File: src/rtl/imem_pkg.sv
// Shared definitions for the instruction-memory boot loader.
package imem_pkg;

    // Largest legal image, in 32-bit words.
    localparam int unsigned IMEM_DEPTH = 1024;
    // Width of the little-endian word-count header.
    localparam int unsigned IMEM_HDR_W = 16;

    typedef enum logic [2:0] {
        IDLE,
        HDR0,
        HDR1,
        DATA,
        CSUM,
        FINISH
    } imem_state_t;

endpackage

File: src/rtl/byte_word_packer.sv
// Packs accepted bytes little-endian into a 32-bit word and strobes
// o_word_valid for one cycle after the 4th byte of each word.
module byte_word_packer (
    input  logic        i_clk,
    input  logic        i_rst,
    input  logic        i_clear,
    input  logic        i_byte_valid,
    input  logic [7:0]  i_byte,
    output logic        o_lane_last,
    output logic        o_word_valid,
    output logic [31:0] o_word
);

    logic [1:0]  r_cnt;
    logic [31:0] r_word;
    logic        r_word_valid;

    // High while the byte being accepted now completes a word.
    assign o_lane_last  = i_byte_valid && (r_cnt == 2'd3);
    assign o_word_valid = r_word_valid;
    assign o_word       = r_word;

    // Lane register: byte k lands in bits [8k+7:8k]; the counter wraps after lane 3.
    always_ff @(posedge i_clk) begin
        if (i_rst || i_clear) begin
            r_cnt        <= '0;
            r_word       <= '0;
            r_word_valid <= 1'b0;
        end else begin
            r_word_valid <= o_lane_last;
            if (i_byte_valid) begin
                r_word[{r_cnt, 3'b000} +: 8] <= i_byte;
                r_cnt                       <= r_cnt + 2'd1;
            end
        end
    end

endmodule

File: src/rtl/imem_loader.sv
// Boot-time instruction memory writer: header (word count N), 4N data
// bytes packed into words, optional trailing XOR checksum byte.
// Optional feature macro: IMEM_LOADER_CHECKSUM_EN.
module imem_loader
    import imem_pkg::*;
#(
    parameter int unsigned DEPTH = IMEM_DEPTH
) (
    input  logic                  i_clk,
    input  logic                  i_rst,
    input  logic                  i_start,
    input  logic [7:0]            i_rx_data,
    input  logic                  i_rx_valid,
    output logic                  o_rx_ready,
    output logic                  o_mem_we,
    output logic [31:0]           o_mem_addr,
    output logic [31:0]           o_mem_wdata,
    output logic                  o_cpu_hold,
    output logic                  o_busy,
    output logic                  o_done,
    output logic                  o_err,
    output logic [IMEM_HDR_W-1:0] o_words_loaded
);

    imem_state_t           r_state, w_next;
    logic                  r_rx_ready, r_busy, r_hold, r_done, r_err;
    logic [31:0]           r_mem_addr;
    logic [IMEM_HDR_W-1:0] r_n, r_words_loaded, w_hdr_n;
    logic                  w_fire, w_hdr_bad, w_byte_in, w_lane_last;
    logic                  w_last_word, w_pack_clear, w_word_valid, w_rdy_next;
    logic [31:0]           w_word;
`ifdef IMEM_LOADER_CHECKSUM_EN
    logic [7:0]            r_xor;
    logic                  w_csum_ok;
`endif

    assign w_fire       = i_rx_valid && r_rx_ready;
    assign w_hdr_n      = {i_rx_data, r_n[7:0]};
    assign w_hdr_bad    = (w_hdr_n == '0) || (32'(w_hdr_n) > DEPTH);
    assign w_byte_in    = (r_state == DATA) && w_fire;
    assign w_pack_clear = (r_state == IDLE) && i_start;
    assign w_last_word  = w_lane_last && ((r_words_loaded + 16'd1) == r_n);
    assign w_rdy_next   = (w_next == HDR0) || (w_next == HDR1) ||
                          (w_next == DATA) || (w_next == CSUM);
`ifdef IMEM_LOADER_CHECKSUM_EN
    assign w_csum_ok    = (i_rx_data == r_xor);
`endif

    byte_word_packer u_packer (
        .i_clk        (i_clk),
        .i_rst        (i_rst),
        .i_clear      (w_pack_clear),
        .i_byte_valid (w_byte_in),
        .i_byte       (i_rx_data),
        .o_lane_last  (w_lane_last),
        .o_word_valid (w_word_valid),
        .o_word       (w_word)
    );

    // State register.
    always_ff @(posedge i_clk) begin
        if (i_rst) r_state <= IDLE;
        else       r_state <= w_next;
    end

    // Next-state decode.
    always_comb begin
        w_next = r_state;
        case (r_state)
            IDLE:   if (i_start) w_next = HDR0;
            HDR0:   if (w_fire)  w_next = HDR1;
            HDR1:   if (w_fire)  w_next = w_hdr_bad ? IDLE : DATA;
`ifdef IMEM_LOADER_CHECKSUM_EN
            DATA:   if (w_last_word) w_next = CSUM;
            CSUM:   if (w_fire)  w_next = w_csum_ok ? FINISH : IDLE;
`else
            DATA:   if (w_last_word) w_next = FINISH;
`endif
            FINISH: w_next = IDLE;
            default: w_next = IDLE;
        endcase
    end

    // Status, header, address and word-count registers. Completion flags are
    // set on the transition into FINISH so they coincide with the last strobe.
    always_ff @(posedge i_clk) begin
        if (i_rst) begin
            r_rx_ready     <= 1'b0;
            r_busy         <= 1'b0;
            r_hold         <= 1'b1;
            r_done         <= 1'b0;
            r_err          <= 1'b0;
            r_mem_addr     <= '0;
            r_n            <= '0;
            r_words_loaded <= '0;
`ifdef IMEM_LOADER_CHECKSUM_EN
            r_xor          <= '0;
`endif
        end else begin
            r_rx_ready <= w_rdy_next;
            r_done     <= 1'b0;
            case (r_state)
                IDLE: if (i_start) begin
                    r_busy         <= 1'b1;
                    r_hold         <= 1'b1;
                    r_err          <= 1'b0;
                    r_words_loaded <= '0;
`ifdef IMEM_LOADER_CHECKSUM_EN
                    r_xor          <= '0;
`endif
                end
                HDR0: if (w_fire) r_n <= {8'h00, i_rx_data};
                HDR1: if (w_fire) begin
                    if (w_hdr_bad) begin
                        r_err  <= 1'b1;
                        r_busy <= 1'b0;
                    end else begin
                        r_n <= w_hdr_n;
                    end
                end
                DATA: begin
`ifdef IMEM_LOADER_CHECKSUM_EN
                    if (w_byte_in) r_xor <= r_xor ^ i_rx_data;
`endif
                    if (w_lane_last) begin
                        r_words_loaded <= r_words_loaded + 16'd1;
                        r_mem_addr     <= {{(30-IMEM_HDR_W){1'b0}}, r_words_loaded, 2'b00};
                    end
`ifndef IMEM_LOADER_CHECKSUM_EN
                    if (w_last_word) begin
                        r_done <= 1'b1;
                        r_busy <= 1'b0;
                        r_hold <= 1'b0;
                    end
`endif
                end
`ifdef IMEM_LOADER_CHECKSUM_EN
                CSUM: if (w_fire) begin
                    r_busy <= 1'b0;
                    if (w_csum_ok) begin
                        r_done <= 1'b1;
                        r_hold <= 1'b0;
                    end else begin
                        r_err  <= 1'b1;
                    end
                end
`endif
                default: ;
            endcase
        end
    end

    assign o_rx_ready     = r_rx_ready;
    assign o_mem_we       = w_word_valid;
    assign o_mem_addr     = r_mem_addr;
    assign o_mem_wdata    = w_word;
    assign o_cpu_hold     = r_hold;
    assign o_busy         = r_busy;
    assign o_done         = r_done;
    assign o_err          = r_err;
    assign o_words_loaded = r_words_loaded;

endmodule

File: config.mk
export PLATFORM = sky130hd
export DESIGN_NAME = imem_loader
export DESIGN_NICKNAME = d
export VERILOG_FILES = /design/src/rtl/imem_pkg.sv /design/src/rtl/byte_word_packer.sv /design/src/rtl/imem_loader.sv
export SDC_FILE = /design/constraint.sdc
export NUM_CORES = 1
export LEC_CHECK = 0
export CAP_MARGIN = 20
export CORE_MARGIN = 8
export CORE_UTILIZATION = 46
export CTS_CLUSTER_SIZE = 25
export DETAILED_ROUTE_END_ITERATION = 6
export PLACE_DENSITY = 0.74
export SLEW_MARGIN = 25
export SYNTH_ARGS = -nofsm -noshare
export SYNTH_HDL_FRONTEND = slang
export SYNTH_HIERARCHICAL = 1
export SYNTH_SLANG_ARGS = --single-unit
File: constraint.sdc
create_clock -name i_clk -period 2.3 [get_ports i_clk]
set_input_delay 0.46 -clock i_clk [delete_from_list [all_inputs] [get_ports i_clk]]
set_output_delay 0.46 -clock i_clk [all_outputs]
set_load 0.03 [all_outputs]
==> Word level (Yosys, flattened, before mapping) <==
Cells that the tools add are included.
{ "totals": {"elab_cells": 86, "in_bits": 12, "ff_bits": 91} }
{ "classes": {"eq_ne": 16, "n_mux": 25, "order_cmp": 1, "addsub": 3, "reduce_logical": 24, "shifts": 2, "n_bitwise": 2} }
{ "ops": {"columns": ["op", "n"], "rows": [
  ["$mux W16", 5],
  ["$pmux W16 S2", 2],
  ["$bwmux W32", 1],
  ["$shift A8 B7 Y32 const A", 1],
  ["$shiftx A8 B7 Y32", 1],
  ["$add A16 B1 Y16 const B", 1],
  ["$eq A16 B16 Y1", 1],
  ["$gt A16 B11 Y1 const B", 1],
  ["$logic_not A16 Y1", 1],
  ["$ne A2 B2 Y1 const B", 7],
  ["$eq A3 B2 Y1 const B", 4],
  ["$mux W3", 4],
  ["$pmux W3 S4", 1],
  ["$reduce_and A3 Y1", 3],
  ["$mux W1", 8],
  ["$reduce_and A4 Y1", 2],
  ["$neg A5 Y7", 1],
  ["$eq A3 B1 Y1 const B", 2],
  ["$reduce_bool A2 Y1", 3],
  ["$logic_and A1 B1 Y1", 5],
  ["$logic_or A1 B1 Y1", 5],
  ["$reduce_and A5 Y1", 1],
  ["$pmux W1 S2", 2],
  ["$eq A3 B3 Y1 const B", 1],
  ["other kinds (9)", 10]
]} }

==> Logic depth before layout (Yosys ltp) <==
Gate-level depths: netlist of the first run.
{ "logic_depth": {"word_depth": 10, "depth_mapped": 12} }

==> Cells and area by module <==
Netlist of the first run, hierarchy kept.
{ "modules_own_cells": {"columns": ["mod", "cells_per_inst", "area_each_um2", "n_inst"], "rows": [
  ["imem_loader", 369, 2991.6, 1],
  ["byte_word_packer", 143, 1372.6, 1]
]} }

==> Least setup slack after synthesis of the first run <==
Ideal clock, no wire load.
{ "synth_path": {"path_kind": "flip-flop to flip-flop", "start": "register r_words_loaded[0], in the netlist o_words_loaded[0]", "end": "register r_busy, in the netlist o_busy", "stages_incl_launch_ff": 9, "t_arrival_ps": 2365, "slack_ps": -200, "n_path_buf": 1, "path_cell_list": "dfxtp_1 ha_1 clkbuf_2 nand2_1 or3_1 a211oi_2 nand4b_1 a2111oi_4 a21oi_1"} }
{ "synth_via": {"elab_chain_cells": 5} }
{ "synth_lines": {"columns": ["element", "line_no", "rtl"], "rows": [
  ["start: declaration", "imem_loader.sv:28", "logic [IMEM_HDR_W-1:0] r_n, r_words_loaded, w_hdr_n;"],
  ["start signal: assignment", "imem_loader.sv:126", "r_words_loaded <= r_words_loaded + 16'd1;"],
  ["$add A16 B1 Y16", "imem_loader.sv:42", "assign w_last_word = w_lane_last && ((r_words_loaded + 16'd1) == r_n);"],
  ["$eq A16 B16 Y1", "imem_loader.sv:42", null],
  ["$logic_and A1 B1 Y1", "imem_loader.sv:42", null],
  ["$ne A2 B2 Y1 (no line)", null, null],
  ["$reduce_and A5 Y1 (no line)", null, null],
  ["end signal: assignment", "imem_loader.sv:89", "r_busy <= 1'b0;"],
  ["end signal: assignment", "imem_loader.sv:104", "r_busy <= 1'b1;"],
  ["end signal: assignment", "imem_loader.sv:116", "r_busy <= 1'b0;"],
  ["end: declaration", "imem_loader.sv:26", "logic r_rx_ready, r_busy, r_hold, r_done, r_err;"]
]} }
No other way between the ends.
A chain may end at the register's enable or synchronous reset.

==> Worst setup path after layout of the first run <==
{ "layout_path": {"start": "register r_n[6]", "end": "register r_busy, in the netlist o_busy"} }
{ "layout_via": {"elab_chain_cells": 4, "word_cells_on_any_way": 8, "classes_between": "order compare: 1; eq/ne: 3; reduce/logical: 4"} }
{ "layout_lines": {"columns": ["element", "line_no", "rtl"], "rows": [
  ["start: declaration", "imem_loader.sv:28", null],
  ["start signal: assignment", "imem_loader.sv:112", "HDR0: if (w_fire) r_n <= {8'h00, i_rx_data};"],
  ["start signal: assignment", "imem_loader.sv:118", "r_n <= w_hdr_n;"],
  ["$gt A16 B11 Y1 (tied with other cells)", "imem_loader.sv:39", "assign w_hdr_bad = (w_hdr_n == '0) || (32'(w_hdr_n) > DEPTH);"],
  ["$logic_or A1 B1 Y1 or $logic_and A1 B1 Y1 (tied branches)", "imem_loader.sv:39, imem_loader.sv:42", null],
  ["$ne A2 B2 Y1 (no line)", null, null],
  ["$reduce_and A5 Y1 (no line) *", null, null]
]} }
Every way passes the cells marked *; elsewhere a longest branch is shown, timed or not.

==> results.py, run 1 <==
metrics = {
    "synthesis": {
        "ys.flop_type": "dfxtp_1",
        "ys_seq_elements": 91,
        "yosys_warnings": 6,
        "ys_top_cells_by_area": "dfxtp_1 (42%), a21oi_1 (5.5%), nand2_1 (5.4%), nor2_1 (5.0%), a32oi_1 (4.8%)",
        "ys_seq_area_share_pct": 41.74,
        "synth_cell_types": 62,
        "synthArstFlopShare_pct": 0,
        "postSynthCellCount": 512,
        "syn_avg_cell_area_sq_um": 8.524,
        "synthDominantCellAreaShare_pct": 41.74,
        "synthesis.area_sq_um": 4364,
        "synth_edf_count": 0,
        "yosysTopAreaCell": "dfxtp_1",
    },
    "floorplan": {
        "io_pins": 98,
        "rows": 35,
        "die_x_microns": 113.4,
        "die_area_sq_um": 12860,
        "fp.coreArea_sq_um": 9240,
        "die_h_microns": 113.4,
        "initial_core_util_pct": 47.23,
    },
    "clock_network": {
        "cts_tree": "built",
        "clk_latency_ps": 360,
        "cts_hold_buf": 0,
        "clkSlewWorstSetupHoldPaths_ps": 90,
        "cts.sinks": 91,
        "cts_max_level": 3,
        "root_buffer": "clkbuf_8",
        "cts_max_path_buffers": 2,
        "cts_buffers": 9,
    },
    "sta": {
        "tns_ps": 0,
        "worst_pin_slew_ps": 571.3,
        "maxSlewViolCount": 0,
        "fin_worst_skew_ps": 10.49,
        "setup_viol": 0,
        "hold_slack_ps": 458.0,
        "min_period_ps": 2225,
        "period_share_pct": 96.74,
        "finalHoldViolCount": 0,
        "fmax_ghz": 0.4494,
        "slew_headroom_pct": 61.84,
    },
    "global_route": {
        "grt.overflow.total": 0,
        "grt_max_degree": 36,
        "grt.total_usage_pct": 19.30,
        "grt_pass1_wl_microns": 20240,
        "first_global_vias": 4039,
        "antenna_found_initial": 0,
    },
    "detailed_routing": {
        "postRouteAntennaNets": 0,
        "drt_first_pass_iters": 4,
        "vias_per_cell": 5.606,
        "wl_per_cell_microns": 16.68,
        "drt_iter0_drc": 191,
        "num_vias": 4216,
        "remaining_drc_errors": 0,
        "totalWireLength_microns": 12540,
    },
    "cells_and_area": {
        "drive_gt1_share_pct": 17.50,
        "fin_area_sq_um": 5817,
        "syn2layout_area_growth_pct": 33.29,
        "n_antenna_cell": 0,
        "nets": 636,
    },
    "power_and_ir_drop": {
        "p_leak_nw": 2.025,
        "ir_worst_vdd_mv": 0.3609,
        "power_density_nw_per_um2": 526.0,
    },
    "placed_design": {
        "placed_area_sq_um": 5480,
        "hpwlAfterDp_microns": 9043,
        "io_buffer_count": 81,
        "gp_congestion": 0.8462,
    },
    "critical_path": {
        "r2r_start": "r_n[6]",
        "start_kind": "flip-flop",
        "worstPathMaxFanout": 7,
        "critical_path_class": "reg2reg",
        "cp.arrival_ps": 2480,
        "crit_path_end_kind": "flip-flop",
        "required_ps": 2560,
        "startpoint": "r_n[6]",
    },
    "min_path": {
        "hold_path_class": "reg2reg",
        "min_from": "u_packer/o_word[7]",
    },
    "status": {
        "status": "completed",
    },
    "run": {
        "drv_cap": 0,
    },
}
worst max-delay path: stages, from the launching register on:
cell and delay, ps:
dfxtp_1 360, or4_4 570, or4_4 570, nand4_4 150, nor3b_4 250, o22a_1 180
a21oi_1 40
cell type report:
class | count | area, sq um
fillers | 794 | 3423
multi-input cells | 377 | 2350
flip-flops and latches | 91 | 1834
repair buffers | 133 | 1226
well taps | 129 | 161.4
clock buffers | 9 | 123.9
clock inverters | 7 | 98.84
inverters | 6 | 22.52
timing repair:
item / in CTS / in global routing
resized for setup: 5 / 17
pin swaps: 2 / 8
setup endpoints to repair: 10 / 14
gates cloned: 0 / 0
endpoints found under the hold margin: 0 / 0
buffers inserted: 1 / 3
routing by layer:
layer	GRT usage (%)	vias up	part of all wire [%]	routed length [microns]
met3	5.441	21	8.4	1054
li1	-	2021	-	-
met2	31.19	181	47	5944
met5	0	-	0	0
met1	23.62	1993	42	5299
met4	8.082	0	2.0	246
placed cells by master, fill, tap and decap left out, types with 7 or more instances in the layout:
| master | count |
|---|---|
| nor2_1 | 57 |
| clkbuf_8 | 9 |
| dfxtp_1 | 83 |
| and2_1 | 7 |
| nor3_1 | 9 |
| o21ai_0 | 16 |
| a21oi_1 | 48 |
| nand3_1 | 10 |
| dfxtp_2 | 7 |
| conb_1 | 16 |
| a32oi_1 | 24 |
| buf_4 | 50 |
| clkdlybuf4s50_1 | 78 |
| xnor2_1 | 17 |
| nand4_1 | 15 |
| nand2_1 | 61 |
worst paths after layout:
kind	end	depth (start not counted)	slack, ps
worst max register to register	o_busy	6	70
worst max-delay path	o_busy	6	70
worst min register to register	u_packer/o_word[7]	2	460
worst min-delay path	u_packer/o_word[7]	2	460
flip-flops by register name, indices dropped and copies added, names as in the netlist:
name and count:
o_rx_ready 1, o_cpu_hold 1, u_packer/o_word_valid 1, r_state 3, r_n 16, o_mem_addr 16, u_packer/r_cnt 2, u_packer/o_word 32
o_words_loaded 16, o_done 1, o_err 1, o_busy 1
power by group:
part           internal, W  switching, W  total [W]
Clock             0.000620      0.000602    0.00122
Combinational    0.0000837      0.000164   0.000248
Sequential         0.00158    0.00000787    0.00159
cells in the mapped netlist (4+ instances only):
library cell / n
o21ai_0: 16
a31oi_1: 4
dfxtp_1: 91
nor2_1: 58
nor4_1: 7
nor3_1: 9
or3_1: 4
buf_2: 9
ha_1: 6
clkbuf_1: 22
a311oi_1: 4
a32oi_1: 24
nor2b_1: 4
xor2_1: 4
xnor2_1: 17
nand2_1: 63
inv_1: 6
a21oi_1: 48
and2_1: 7
nand3_1: 10
nand2b_1: 5
nand4_1: 15
buf_4: 18
cell families after synthesis:
group	Yosys count	share of synthesized area, %
compound gates	123	19.67
fa+ha+maj	6	1.720
mux	2	0.4587
other cells	1	0.08593
simple gates	209	24.68
xor+xnor	21	4.214
buf+inv	59	7.425
flops	91	41.74
per-stage QoR:
stage / utilization, % / power [W] / cells / worst slack (ps)
after floorplan: - / 0.001778 / 527 / 54.94
after global placement: 59.31 / 0.001855 / 732 / -376.9
after detailed placement: 59.31 / 0.001859 / 732 / -436.8
after CTS: 62.09 / 0.003069 / 749 / 13.09
after global routing: 62.95 / 0.003167 / 752 / -48.09
final: 62.95 / 0.003060 / 752 / 74.92
No activity file was read; power rests on OpenSTA's default activity.
==> run 2, diff against run 1 <==
--- a/config.mk
+++ b/config.mk
@@ -7,10 +7,10 @@
 export LEC_CHECK = 0
 export CAP_MARGIN = 20
 export CORE_MARGIN = 8
-export CORE_UTILIZATION = 46
+export CORE_UTILIZATION = 54
 export CTS_CLUSTER_SIZE = 25
 export DETAILED_ROUTE_END_ITERATION = 6
-export PLACE_DENSITY = 0.74
+export PLACE_DENSITY = 0.82
 export SLEW_MARGIN = 25
 export SYNTH_ARGS = -nofsm -noshare
 export SYNTH_HDL_FRONTEND = slang
==> constraint.sdc (replaced) <==
create_clock -name i_clk -period 2.76 [get_ports i_clk]
set_input_delay 0.552 -clock i_clk [delete_from_list [all_inputs] [get_ports i_clk]]
set_output_delay 0.552 -clock i_clk [all_outputs]
set_load 0.03 [all_outputs]
==> run 2 against run 1 <==
  * Die area down 13%
  * Clock-buffer cell count up 1
  * Cell count fell by 7.2%
  * Sequential power is 16% lower
  * Global-route usage grew 2.4 points
  * Maximum frequency fell by 13%
  * Critical path depth grew 4
  * Register-to-register slack improved by 130 ps
  * Clock skew down 2.0 ps
  * Final area fell by 6.2%
  * Worst hold slack got worse by 2.4 ps
  * Largest cell class unchanged
  * Largest power group unchanged
  * Highest routed layer unchanged
==> results.py, run 2 (synthesized netlist as in run 1, its figures left out) <==
metrics = {
    "floorplan": {
        "die_x_microns": 105.9,
        "die_area_sq_um": 11210,
        "die_h_microns": 105.9,
        "fp.coreArea_sq_um": 7767,
        "rows": 32,
        "initial_core_util_pct": 56.19,
        "io_pins": 98,
    },
    "global_route": {
        "grt_pass1_wl_microns": 20340,
        "grtUsageMet3_pct": 6.763,
        "met2_usage_pct": 35.61,
        "first_global_vias": 4178,
        "met1_usage_pct": 25.49,
        "grt.busiest_layer": "met2",
        "grt_max_degree": 36,
        "grt.overflow.total": 0,
        "antenna_found_initial": 0,
        "grt.total_usage_pct": 21.68,
    },
    "critical_path": {
        "start_kind": "flip-flop",
        "crit_path_end_kind": "flip-flop",
        "required_ps": 2990,
        "cp.arrival_ps": 2790,
        "critical_path_class": "reg2reg",
        "worstPathMaxFanout": 7,
    },
    "sta": {
        "fin_worst_skew_ps": 8.488,
        "tns_ps": 0,
        "setup_viol": 0,
        "hold_slack_ps": 455.6,
        "maxSlewViolCount": 0,
        "rsz0062_at_grt": "no",
        "fmax_ghz": 0.3908,
        "worst_pin_slew_ps": 612.4,
        "min_period_ps": 2559,
        "fin_ws_ps": 201.2,
        "slew_headroom_pct": 59.02,
        "finalHoldViolCount": 0,
        "period_share_pct": 92.71,
    },
    "run": {
        "drv_cap": 0,
    },
    "detailed_routing": {
        "drt_iter0_drc": 198,
        "drt_first_pass_iters": 5,
        "remaining_drc_errors": 0,
        "num_vias": 4140,
        "postRouteAntennaNets": 0,
        "vias_per_cell": 5.931,
        "totalWireLength_microns": 12290,
        "wl_per_cell_microns": 17.60,
    },
    "placed_design": {
        "io_buffer_count": 81,
        "gp_congestion": 0.8885,
        "hpwlAfterDp_microns": 8861,
        "post-place-ws_ps": -71.58,
    },
    "cells_and_area": {
        "nets": 609,
        "drive_gt1_share_pct": 10.74,
        "largest_reg_flops": 32,
        "final_cell_mix": "dfxtp_1 (91), clkdlybuf4s50_1 (80), nand2_1 (63), nor2_1 (58), a21oi_1 (48)",
        "syn2layout_area_growth_pct": 25.09,
        "final_core_util_pct": 70.28,
        "final_common_cell": "dfxtp_1",
        "n_antenna_cell": 0,
    },
    "clock_network": {
        "cts_tree": "built",
        "cts_buffers": 9,
        "clkSlewWorstSetupHoldPaths_ps": 90,
        "cts_max_level": 3,
        "root_buffer": "clkbuf_8",
        "clk_latency_ps": 360,
        "cts_hold_buf": 0,
        "cts_max_path_buffers": 2,
        "cts.sinks": 91,
    },
    "power_and_ir_drop": {
        "ir_worst_vdd_mv": 0.2776,
        "p_leak_nw": 1.858,
        "power_density_nw_per_um2": 457.1,
    },
    "min_path": {
        "hold_path_class": "reg2reg",
    },
    "status": {
        "status": "completed",
    },
}
==> run 2: worst paths after layout <==
check | depth (start not counted) | endpoint | slack [ps] | start
hold / removal | 2 | o_mem_addr[14] | 460 | o_mem_addr[14]
hold reg to reg | 2 | o_mem_addr[14] | 460 | o_mem_addr[14]
setup / recovery | 10 | o_cpu_hold | 200 | r_state[1]
setup reg to reg | 10 | o_cpu_hold | 200 | r_state[1]
==> run 2: cell type report <==
cell class                 instances  area (sq um)
clock buffer                      10         127.6
clock inverter                     6         88.84
fill                             625          2308
inverter                           6         22.52
multi-input combinational        377          2277
sequential                        91          1822
tap                              102         127.6
timing repair buffer             106         993.5
==> run 2: timing repair <==
action / in CTS / in global routing
buffers inserted: 0 / 0
gates resized for setup: 0 / 1
endpoints found under the setup margin: 0 / 4
==> run 2: metrics by stage <==
step / cells / cell area, sq um / power [W]
6_report: 698 / 5459 / 0.002495
5_1_grt: 698 / 5459 / 0.002579
4_1_cts: 698 / 5456 / 0.002505
3_5_place_dp: 682 / 5240 / 0.001533
3_3_place_gp: 682 / 5240 / 0.001530
2_1_floorplan: 527 / 4420 / 0.001482
==> run 2: metal layers <==
metal	vias to the layer above	part of all wire, %
li1	1964	-
met1	1981	42
met2	167	47
met3	28	8.5
met4	0	2.6
met5	-	0
==> run 2: where the power goes <==
| part | internal, W | switching (W) |
|---|---|---|
| Combinational | 0.0000536 | 0.000123 |
| Sequential | 0.00132 | 0.0000106 |
| Clock | 0.000512 | 0.000477 |
| Total | 0.00188 | 0.000610 |
==> run 2: worst max-delay path, cell delays in order, from the launching register on <==
cell,delay [ps]
dfxtp_1,480
nor2b_2,280
nand2_1,200
nor2_1,230
nand2_1,90
inv_1,90
o2111ai_1,110
a211oi_2,190
nand4b_1,170
a2111oi_4,460
a21oi_1,120
==> run 3, diff against run 2 <==
--- a/config.mk
+++ b/config.mk
@@ -14,5 +14,4 @@
 export SLEW_MARGIN = 25
 export SYNTH_ARGS = -nofsm -noshare
 export SYNTH_HDL_FRONTEND = slang
-export SYNTH_HIERARCHICAL = 1
 export SYNTH_SLANG_ARGS = --single-unit
==> run 3 against run 2 <==
  * Power shrank 0.95%
  * Synthesized cell count grew 1.4%
  * Final area shrank 2.5%
  * Maximum frequency grew 0.81%
  * Non-clock buffer count shrank 9
  * Global-route usage shrank 1.3 points
  * Clock power shrank 1%
  * Register-to-register slack gained 20 ps
  * Largest power group unchanged
  * Critical path type unchanged
  * Highest routed layer unchanged
  * Sequential cell count is the same
  * Die area shrank 1.7%
==> results.py, run 3 <==
metrics = {
    "min_path": {
        "hold_path_class": "reg2reg",
    },
    "synthesis": {
        "ys_seq_elements": 91,
        "synth_edf_count": 0,
        "ys_top_cells_by_area": "dfxtp_1 (43%), a21oi_1 (7.1%), nand2_1 (6.1%), nor2_1 (3.8%), nand3_1 (3.7%)",
        "yosysTopAreaCell": "dfxtp_1",
        "synthTopCellsByCount": "dfxtp_1 (91), nand2_1 (69), a21oi_1 (61), nor2_1 (43), nand3_1 (32)",
        "synth_cell_types": 54,
        "ys.flop_type": "dfxtp_1",
        "synthArstFlopShare_pct": 0,
        "synthDominantCellAreaShare_pct": 42.59,
        "synthesis.area_sq_um": 4278,
        "yosysMostFrequentCell": "dfxtp_1",
        "ys_seq_area_share_pct": 42.59,
        "yosys_warnings": 0,
        "postSynthCellCount": 519,
        "syn_avg_cell_area_sq_um": 8.242,
    },
    "placed_design": {
        "io_buffer_count": 81,
        "gp_congestion": 0.8893,
        "dp_cells": 680,
        "hpwlAfterDp_microns": 8086,
    },
    "detailed_routing": {
        "postRouteAntennaNets": 0,
        "drt_first_pass_iters": 7,
        "drt_iter0_drc": 197,
        "vias_per_cell": 5.672,
        "num_vias": 3948,
        "wl_per_cell_microns": 16.27,
        "remaining_drc_errors": 0,
        "totalWireLength_microns": 11320,
    },
    "sta": {
        "period_share_pct": 91.97,
        "finalHoldViolCount": 0,
        "rsz0062_at_grt": "no",
        "tns_ps": 0,
        "setup_viol": 0,
        "fin_worst_skew_ps": 7.256,
        "slew_headroom_pct": 51.11,
        "worst_pin_slew_ps": 727.7,
        "maxSlewViolCount": 0,
        "min_period_ps": 2538,
        "fmax_ghz": 0.3940,
    },
    "critical_path": {
        "critPathSlowestCell": "nor4_4",
        "crit_path_end_kind": "flip-flop",
        "rrSetupSlack_ps": 220,
        "required_ps": 2980,
        "start_kind": "flip-flop",
        "critical_path_class": "reg2reg",
        "worstPathMaxFanout": 8,
        "max_stage_delay_ps": 510,
        "cp.arrival_ps": 2760,
        "crit_path_cell_trace": "ha_1 > nand3_1 > nor3_1 > xnor2_1 > nand4_1 > nor4_4 > o32ai_1",
    },
    "global_route": {
        "grt_max_degree": 38,
        "grt.overflow.total": 0,
        "antenna_found_initial": 0,
        "grt_pass1_wl_microns": 18910,
        "grt.total_usage_pct": 20.41,
        "first_global_vias": 3830,
    },
    "cells_and_area": {
        "nets": 607,
        "multi_input_area_sq_um": 2196,
        "syn2layout_area_growth_pct": 24.36,
        "largest_reg_flops": 32,
        "n_antenna_cell": 0,
        "fillers": 643,
        "final_common_cell": "dfxtp_1",
        "final_cell_mix": "dfxtp_1 (91), clkdlybuf4s50_1 (81), nand2_1 (69), a21oi_1 (61), nor2_1 (43)",
        "final_cells": 696,
        "drive_gt1_share_pct": 7.744,
        "seq_area_sq_um": 1822,
    },
    "clock_network": {
        "cts_buffers": 9,
        "cts_max_level": 3,
        "cts_tree": "built",
        "clkSlewWorstSetupHoldPaths_ps": 90,
        "cts_setup_buffers": 0,
        "ctsResizeCount": 0,
        "root_buffer": "clkbuf_8",
        "cts_max_path_buffers": 2,
        "clk_latency_ps": 350,
        "cts.sinks": 91,
        "cts_hold_buf": 0,
    },
    "power_and_ir_drop": {
        "finalPower_w": 0.002472,
        "ir_worst_vdd_mv": 0.3645,
        "p_leak_nw": 1.868,
        "power_density_nw_per_um2": 464.6,
    },
    "floorplan": {
        "die_area_sq_um": 11030,
        "fp.coreArea_sq_um": 7687,
        "rows": 32,
        "die_x_microns": 105.0,
        "initial_core_util_pct": 55.65,
        "io_pins": 98,
        "die_h_microns": 105.0,
    },
    "status": {
        "status": "completed",
    },
    "run": {
        "drv_cap": 0,
    },
}
run 3: area by class of cell:
cell class                      count  area share, %
Sequential cell                    91          34.24
Inverter                            7         0.4939
Tap cell                          102          2.399
Multi-Input combinational cell    383          41.27
Clock buffer                       10          2.399
Clock inverter                      6          1.693
Timing Repair Buffer               97          17.50
run 3: final timing paths:
check,from,to,cells past startpoint
min reg2reg,o_mem_addr[8],o_mem_addr[8],2
max,o_words_loaded[0],r_state[1],7
max reg2reg,o_words_loaded[0],r_state[1],7
min,o_mem_addr[8],o_mem_addr[8],2
run 3: critical path: cells and delay by family (launching register included):
family / cells / cell delay, ps
adders and majority gates: 1 / 330
and+or+nand+nor: 4 / 1380
xor gates and xnor gates: 1 / 190
AOI/OAI and AO/OA: 1 / 160
DFF: 1 / 350
run 3: metal layers:
metal  GRT usage, %  up-vias  share of wire [%]
li1               -     1914                  -
met1          23.64     1854                 41
met2          34.16      158                 48
met3          6.634       22                8.9
met4          7.951        0                1.8
met5              0        -                  0
run 3: cell families (layout without fill, tap and decap cells):
kind of cell / Yosys count / in the layout / synth area share [%]
simple gates: 220 / 220 / 27.17
fa+ha+maj: 6 / 6 / 1.755
compound gates: 119 / 119 / 16.50
flops: 91 / 91 / 42.59
buf+inv: 60 / 120 / 7.400
xor+xnor: 22 / 22 / 4.504
other cells: 1 / 16 / 0.08766
run 3: metrics by stage:
step                instance area, sq um  hold WS (ps)  worst slack, ps  util (%)
finish                              5320         454.5            221.7     69.21
global route                        5320         475.8            65.97     69.21
CTS                                 5320         456.2            240.6     69.21
detailed placement                  5102         445.3            109.9     66.37
global placement                    5102         438.0            167.6     66.37
floorplan                           4334         450.1            424.5         -
run 3: where the power goes:
| group | switching, W | internal [W] | total [W] | leakage [nW] |
|---|---|---|---|---|
| Combinational | 0.000115 | 0.0000485 | 0.000164 | 1.04 |
| Sequential | 0.0000109 | 0.00132 | 0.00133 | 0.734 |
| Clock | 0.000468 | 0.000510 | 0.000978 | 0.0947 |
